===== config.mk =====
export PLATFORM = sky130hd
export DESIGN_NAME = debounce_filter
export DESIGN_NICKNAME = d
export VERILOG_FILES = /design/src/rtl/debounce_pkg.sv /design/src/rtl/debounce_channel.sv /design/src/rtl/debounce_filter.sv
export SDC_FILE = /design/constraint.sdc
export NUM_CORES = 1
export LEC_CHECK = 0
export ABC_AREA = 0
export CAP_MARGIN = 20
export CORE_UTILIZATION = 47
export CTS_CLUSTER_DIAMETER = 30
export DETAILED_ROUTE_END_ITERATION = 16
export GPL_ROUTABILITY_DRIVEN = 0
export GPL_TIMING_DRIVEN = 0
export PLACE_DENSITY = 0.65
export REMOVE_ABC_BUFFERS = 1
export SLEW_MARGIN = 40
export SYNTH_ARGS = -nofsm -noshare
export SYNTH_HDL_FRONTEND = slang
export SYNTH_SLANG_ARGS = --single-unit
export TNS_END_PERCENT = 1

===== constraint.sdc =====
create_clock -name clk -period 2.52 [get_ports clk]
set_input_delay 0.504 -clock clk [delete_from_list [all_inputs] [get_ports clk]]
set_output_delay 0.504 -clock clk [all_outputs]
set_load 0.02 [all_outputs]

===== src/rtl/debounce_pkg.sv =====
// Shared constants and types for the debounce filter.
// Optional edge pulses are enabled by defining DEBOUNCE_EDGE_PULSE_EN.
package debounce_pkg;

  // 10 ms at 25 MHz
  localparam int unsigned DefaultStableCycles = 250000;

  typedef enum logic {
    ChIdle    = 1'b0,
    ChQualify = 1'b1
  } ch_state_e;

  function automatic int unsigned cnt_width(input int unsigned stable_cycles);
    return $clog2(stable_cycles);
  endfunction

endpackage


===== src/rtl/debounce_channel.sv =====
// One debounce channel: two-flop synchronizer, stability counter, optional edge pulses.
// Edge pulses exist only when DEBOUNCE_EDGE_PULSE_EN is defined.
module debounce_channel
  import debounce_pkg::*;
#(
  parameter int unsigned StableCycles = DefaultStableCycles
) (
  input  logic clk_i,
  input  logic rst_i,
  input  logic raw_i,
`ifdef DEBOUNCE_EDGE_PULSE_EN
  output logic rise_o,
  output logic fall_o,
`endif
  output logic level_o
);

  localparam int unsigned CntW = cnt_width(StableCycles);
  localparam logic [CntW-1:0] CntMax = CntW'(StableCycles - 1);

  logic            sync1_q, sync2_q;
  logic            out_q, out_d;
  logic [CntW-1:0] cnt_q, cnt_d;

  // Any sample matching the committed level discards qualification progress.
  always_comb begin
    out_d = out_q;
    cnt_d = cnt_q;
    if (sync2_q == out_q) begin
      cnt_d = '0;
    end else if (cnt_q == CntMax) begin
      out_d = sync2_q;
      cnt_d = '0;
    end else begin
      cnt_d = cnt_q + 1'b1;
    end
  end

  always_ff @(posedge clk_i) begin
    if (rst_i) begin
      sync1_q <= 1'b0;
      sync2_q <= 1'b0;
      out_q   <= 1'b0;
      cnt_q   <= '0;
    end else begin
      sync1_q <= raw_i;
      sync2_q <= sync1_q;
      out_q   <= out_d;
      cnt_q   <= cnt_d;
    end
  end

  assign level_o = out_q;

`ifdef DEBOUNCE_EDGE_PULSE_EN
  logic commit;
  logic rise_q, fall_q;

  assign commit = (sync2_q != out_q) && (cnt_q == CntMax);

  always_ff @(posedge clk_i) begin
    if (rst_i) begin
      rise_q <= 1'b0;
      fall_q <= 1'b0;
    end else begin
      rise_q <= commit & sync2_q;
      fall_q <= commit & ~sync2_q;
    end
  end

  assign rise_o = rise_q;
  assign fall_o = fall_q;
`endif

endmodule


===== src/rtl/debounce_filter.sv =====
// WIDTH independent debounce channels for mechanical switch inputs.
// Define DEBOUNCE_EDGE_PULSE_EN to add the rise/fall pulse outputs.
module debounce_filter
  import debounce_pkg::*;
#(
  parameter int unsigned WIDTH         = 2,
  parameter int unsigned STABLE_CYCLES = DefaultStableCycles
) (
  input  logic             clk,
  input  logic             rst,
  input  logic [WIDTH-1:0] in_raw,
`ifdef DEBOUNCE_EDGE_PULSE_EN
  output logic [WIDTH-1:0] rise,
  output logic [WIDTH-1:0] fall,
`endif
  output logic [WIDTH-1:0] out
);

  for (genvar i = 0; i < WIDTH; i++) begin : g_ch
    debounce_channel #(
      .StableCycles(STABLE_CYCLES)
    ) u_ch (
      .clk_i  (clk),
      .rst_i  (rst),
      .raw_i  (in_raw[i]),
`ifdef DEBOUNCE_EDGE_PULSE_EN
      .rise_o (rise[i]),
      .fall_o (fall[i]),
`endif
      .level_o(out[i])
    );
  end

endmodule


[Word-level counts from Yosys, hierarchy flattened]
Index checks and enable logic that the tools add are counted.
Cells by class
  add/sub/neg operators: 2
  equal/unequal tests: 4
  bitwise operators: 2
  reduce and logical (&&, ||, !) cells: 4
Operators with widths (number)
  18-bit by 1-bit adder with 18-bit output, second input constant: 2
  18-bit equality test, second input constant: 2
  3-bit OR reduction: 2
  2-bit AND reduction: 2
  1-bit equality test: 2
  1-bit inverter: 2
Storage, ports and cells
  flip-flop bits (word level): 42
  input port bits: 4
  output and inout bits: 2

[Logic depth before layout (Yosys ltp)]
  depth after elaboration: 3
  gate-level depth with buffers: 6

[Cells and area by module]
From an unflattened synthesis, not the netlist that was laid out.
Second synthesis, totals
  cell total of the unflattened synthesis: 208
  area, all modules: 1829.3 um2
Modules (own cells, without submodules)
  debounce_channel: times used 2, cells each 104, area each 914.6 um2, seq. area each 420.4 um2

[Least setup slack after synthesis]
Ideal clock, no wire load.
  path kind: register to register
  from: register g_ch[1].u_ch.cnt_q[0]
  to: register g_ch[1].u_ch.cnt_q[16]
  library setup time: 0.072 ns
  arrival: 1.805 ns
  path slack: 0.643 ns
  stages on the path, launching flop included: 6
  clock period less this slack: 1.877 ns
  cell sequence: dfxtp_1 ha_1 nand3_1 or4_4 or4_1 a21oi_1
On the way
  longest elaborated chain between the ends: 2
  elaborated cells between the ends (all ways): 3
  classes of those cells: 1 x add/sub; 1 x eq/ne; 1 x reduce/logical
RTL lines
  from (decl): RTL line debounce_channel.sv:23  | logic [CntW-1:0] cnt_q, cnt_d;
  from (signal assigned): RTL line debounce_channel.sv:49  | cnt_q <= cnt_d;
  branches (longest 2 deep; another with 18-bit by 1-bit adder with 18-bit output)
Several ways; the timed one is not identified.
A chain may end at the register's enable or synchronous reset.

[Worst setup path in the final report]
Ends and elaborated chain as after synthesis.

==> reports/qor_table.md <==
| Quantity | Reported | Unit |
|---|---|---|
| Result of the run | complete, no violations | - |
| R2r startpoint | g_ch[1].u_ch.cnt_q[0] | - |
| Power density normalized to cell area | 581.6 | mW/mm2 |
| Congestion Overflow GR | 0 | - |
| Post-placement cell area | 0.001963 | mm2 |
| Total GRT Usage | 19.29 | % |
| Syn Inst Count | 210 | - |
| Max-slew violations | 0 | - |
| Vias per Instance | 5.592 | - |
| Vias in the first global route | 1450 | - |
| Proportion of synthesized area in mux cells | 0.5373 | % |
| Synthesis Warnings | 0 | - |
| Max Fanout on Critical Path | 5 | - |
| Count of TritonRoute iterations in the first routing pass | 4 | - |
| Top FF cell, synth | sky130_fd_sc_hd__dfxtp_1 | - |
| Residual DRC | 0 | - |
| Combinational family with the most area after synthesis | simple AND/OR/NAND/NOR gates | - |
| Count of endpoints failing hold in the final timing report | 0 | - |
| Antenna Violating Nets Remaining | 0 | - |
| Die X-Extent | 64.96 | um |
| Register-to-register path setup slack | 0.47 | ns |
| Post-detailed-route wirelength per cell | 12.81 | um |
| Synth cell types | 33 | - |
| Commonest non-fill, non-tap cell in the layout | sky130_fd_sc_hd__dfxtp_1 | - |
| Static leakage | 0.5982 | nW |
| Area of the multi-input gates | 970.9 | um2 |
| CP Launch Point | g_ch[1].u_ch.cnt_q[0] | - |
| Clock slew at the register clock pins of the worst setup and hold paths | 0.07 | ns |
| Register-to-Register Path Depth | 5 | - |
| End point of the critical path | g_ch[1].u_ch.cnt_q[16] | - |
| Area taken by flip-flops and latches | 840.8 | um2 |
| Count of hold buffers inserted by post-cts repair | 0 | - |
| Core Area | 0.003744 | mm2 |
| Number of nets at the end of the flow | 222 | - |
| Part of the Yosys area used for sequential elements | 45.13 | % |
| Post-synthesis simple-gate area fraction | 31.23 | % |
| Post-DP HPWL | 2393 | um |
| Final worst path period share | 81.28 | % |
| Port Buffer Count | 5 | - |
| Number of sinks handled by clock tree synthesis | 42 | - |
| Highest clock frequency the design can meet | 488.2 | MHz |
| Signal arrival time at the worst endpoint | 2.27 | ns |
| Crit path launch type | flop | - |
| Buf+Inv Stages, Crit Path | 0 | - |
| Number of violations of the max-capacitance limit | 0 | - |
| Synth Register Bits | 42 | - |
| Classification of the worst-slack hold path | flop to flop | - |
| Final routed wirelength across all metal layers | 3394 | um |
| R2r endpoint | g_ch[1].u_ch.cnt_q[16] | - |
| # resized after CTS | 0 | - |
| Maximum level of the CTS H-tree | 2 | - |
| Worst-Margin Slew | 0.7174 | ns |
| Logic depth of the worst path, buffers included | 5 | - |
| Syn Std Cell Area | 0.001863 | mm2 |
| Fill count | 341 | - |
| Adder-cell area share of the yosys netlist | 1.343 | % |
| Clock Path Buffers | 2 | - |
| Ordered list of cells on the worst path | ha_1 -> nand3_1 -> or4_4 -> or4_1 -> a21oi_1 | - |
| Highest metal layer with signal wires | met4 | - |
| Commonest cells after routing, fill and taps aside | sky130_fd_sc_hd__dfxtp_1, sky130_fd_sc_hd__nor2_1, sky130_fd_sc_hd__xnor2_1 | - |
| Largest stage delay on the critical path | 0.59 | ns |
| Fraction of final layout cells sized beyond drive strength 1 | 5.991 | % |
| Sum of negative setup slack | 0 | ns |
| Die Outline Area | 0.004220 | mm2 |
| Worst vdd ir | 343.5 | uV |
| Core Rows | 22 | - |
| Initial antenna violation count | 0 | - |
| WS Path Type | flop to flop | - |
| Drt initial violations | 70 | - |
| Worst clock skew | 0.009201 | ns |
| Unrepaired setup endpoints after global routing | no | - |
| Starting Density | 49.77 | % |
| Wire length on met3 | 138 | um |
| Clock tree from TritonCTS | done | - |
| Antenna diode instance count | 0 | - |
| Post-CTS setup repair buffer count | 0 | - |
| Wire length of the first global-routing pass | 6189 | um |
| CTS Buf Count | 5 | - |
| Compound-Gate Fraction of Synth Area | 4.567 | % |
| Number of endpoints failing setup at the final stage | 0 | - |
| Relative slew margins | 52.17 | % |
| Wire length on met1 | 1592 | um |
| Async S/R FF share, synth | 0 | % |
| Maximum number of pins on one net before global-route repair | 19 | - |
| Buffer cell driving the clock tree root | sky130_fd_sc_hd__clkbuf_8 | - |
| Skew-Pair Late Insertion Delay | 0.30 | ns |
| Growth of design area from synthesis to finish | 11.08 | % |
| Sort of element at the end of the critical path | flop | - |
| Final cell utilization of the core | 55.28 | % |
| Final Critical Period | 2.048 | ns |
| Critical path's slowest cell | sky130_fd_sc_hd__or4_4 | - |
| Met2 wire length | 1586 | um |
| Non-Filler Cell Area, Final | 0.002069 | mm2 |
| Required time of the worst setup path | 2.74 | ns |
| Vias post-DR | 1482 | - |
| Family of cells with the greatest summed delay on the critical path | simple AND/OR/NAND/NOR gates | - |
| Parity-gate share of the synthesized area counting xor and xnor cells | 13.63 | % |
| Number of enable-type register cells in the synthesized netlist | 0 | - |
| Die Span Y | 64.96 | um |
| Avg Inst Size Synth | 8.872 | um2 |
| Number of top-level design ports | 6 | - |
[cell families (layout without fill, tap and decap cells)]
family / Yosys count / after routing
buffers and inverters: 15 / 22
AOI/OAI and AO/OA: 13 / 13
DFF: 42 / 42
and+or+nand+nor: 108 / 108
adders and majority gates: 2 / 2
xor gates and xnor gates: 29 / 29
muxes: 1 / 1
[worst min-delay path by stage]
stage / startpoint / endpoint / slack, ns / cells after the start
detailed placement: g_ch[1].u_ch.sync1_q / g_ch[1].u_ch.sync2_q / 0.43 / 1
floorplan: g_ch[0].u_ch.sync1_q / g_ch[0].u_ch.sync2_q / 0.41 / 1
CTS: g_ch[1].u_ch.sync1_q / g_ch[1].u_ch.sync2_q / 0.45 / 1
finish: g_ch[1].u_ch.sync1_q / g_ch[1].u_ch.sync2_q / 0.44 / 1
global route: g_ch[1].u_ch.sync1_q / g_ch[1].u_ch.sync2_q / 0.46 / 1
global placement: g_ch[1].u_ch.sync1_q / g_ch[1].u_ch.sync2_q / 0.43 / 1
[synth_stat cells (all sizes together) (4+ instances only)]
master | number | area share, %
dfxtp | 42 | 45
nor2 | 35 | 7.1
xnor2 | 17 | 8.0
nand3 | 14 | 4.0
nand2 | 12 | 2.4
xor2 | 12 | 5.6
nand4 | 11 | 4.5
nor4 | 9 | 3.0
inv | 8 | 1.6
a21oi | 5 | 1.3
nor2b | 5 | 1.7
nor3 | 5 | 1.3
or4 | 5 | 2.2
buf | 4 | 1.3
o21ai | 4 | 1.1
[power breakdown]
part / switching [W] / internal (W)
clock: 0.000219 / 0.000296
combinational: 0.00000894 / 0.00000938
sequential: 0.00000244 / 0.000667
total: 0.000231 / 0.000973
[flip-flops by register name, indices dropped and copies added, names as in the netlist]
signal / count
g_ch.u_ch.level_o: 2
g_ch.u_ch.sync2_q: 2
g_ch.u_ch.cnt_q: 36
g_ch.u_ch.sync1_q: 2
[worst reg2reg max path: cells and delay by family (launching register included)]
kind	cells	cell delay [ns]
and+or+nand+nor	3	1.19
DFF	1	0.42
adders and majority gates	1	0.23
AOI/OAI and AO/OA	1	0.15
[metrics by stage]
stage / hold WS [ns] / power (W) / cells / setup WS, ns
global route: 0.4645 / 0.001250 / 265 / 0.3352
CTS: 0.4492 / 0.001225 / 265 / 0.4729
floorplan: 0.4138 / 0.0006932 / 203 / 0.4943
finish: 0.4424 / 0.001204 / 265 / 0.4718
detailed placement: 0.4279 / 0.0007036 / 257 / 0.4909
global placement: 0.4254 / 0.0007011 / 256 / 0.02534
[routing by layer]
metal / vias up / global-route usage [%]
met1: 704 / 23.01
met5: - / 0
li1: 738 / -
met2: 33 / 30.99
met3: 7 / 5.810
met4: 0 / 10.00
[area by class of cell]
class	instances	area share, %
timing repair buffer	6	2.963
clock inverter	1	1.451
sequential	42	40.63
multi-input combinational	153	46.92
tap	48	2.902
clock buffer	7	3.688
inverter	8	1.451
Note: power is estimated with default switching activity, not from simulation.
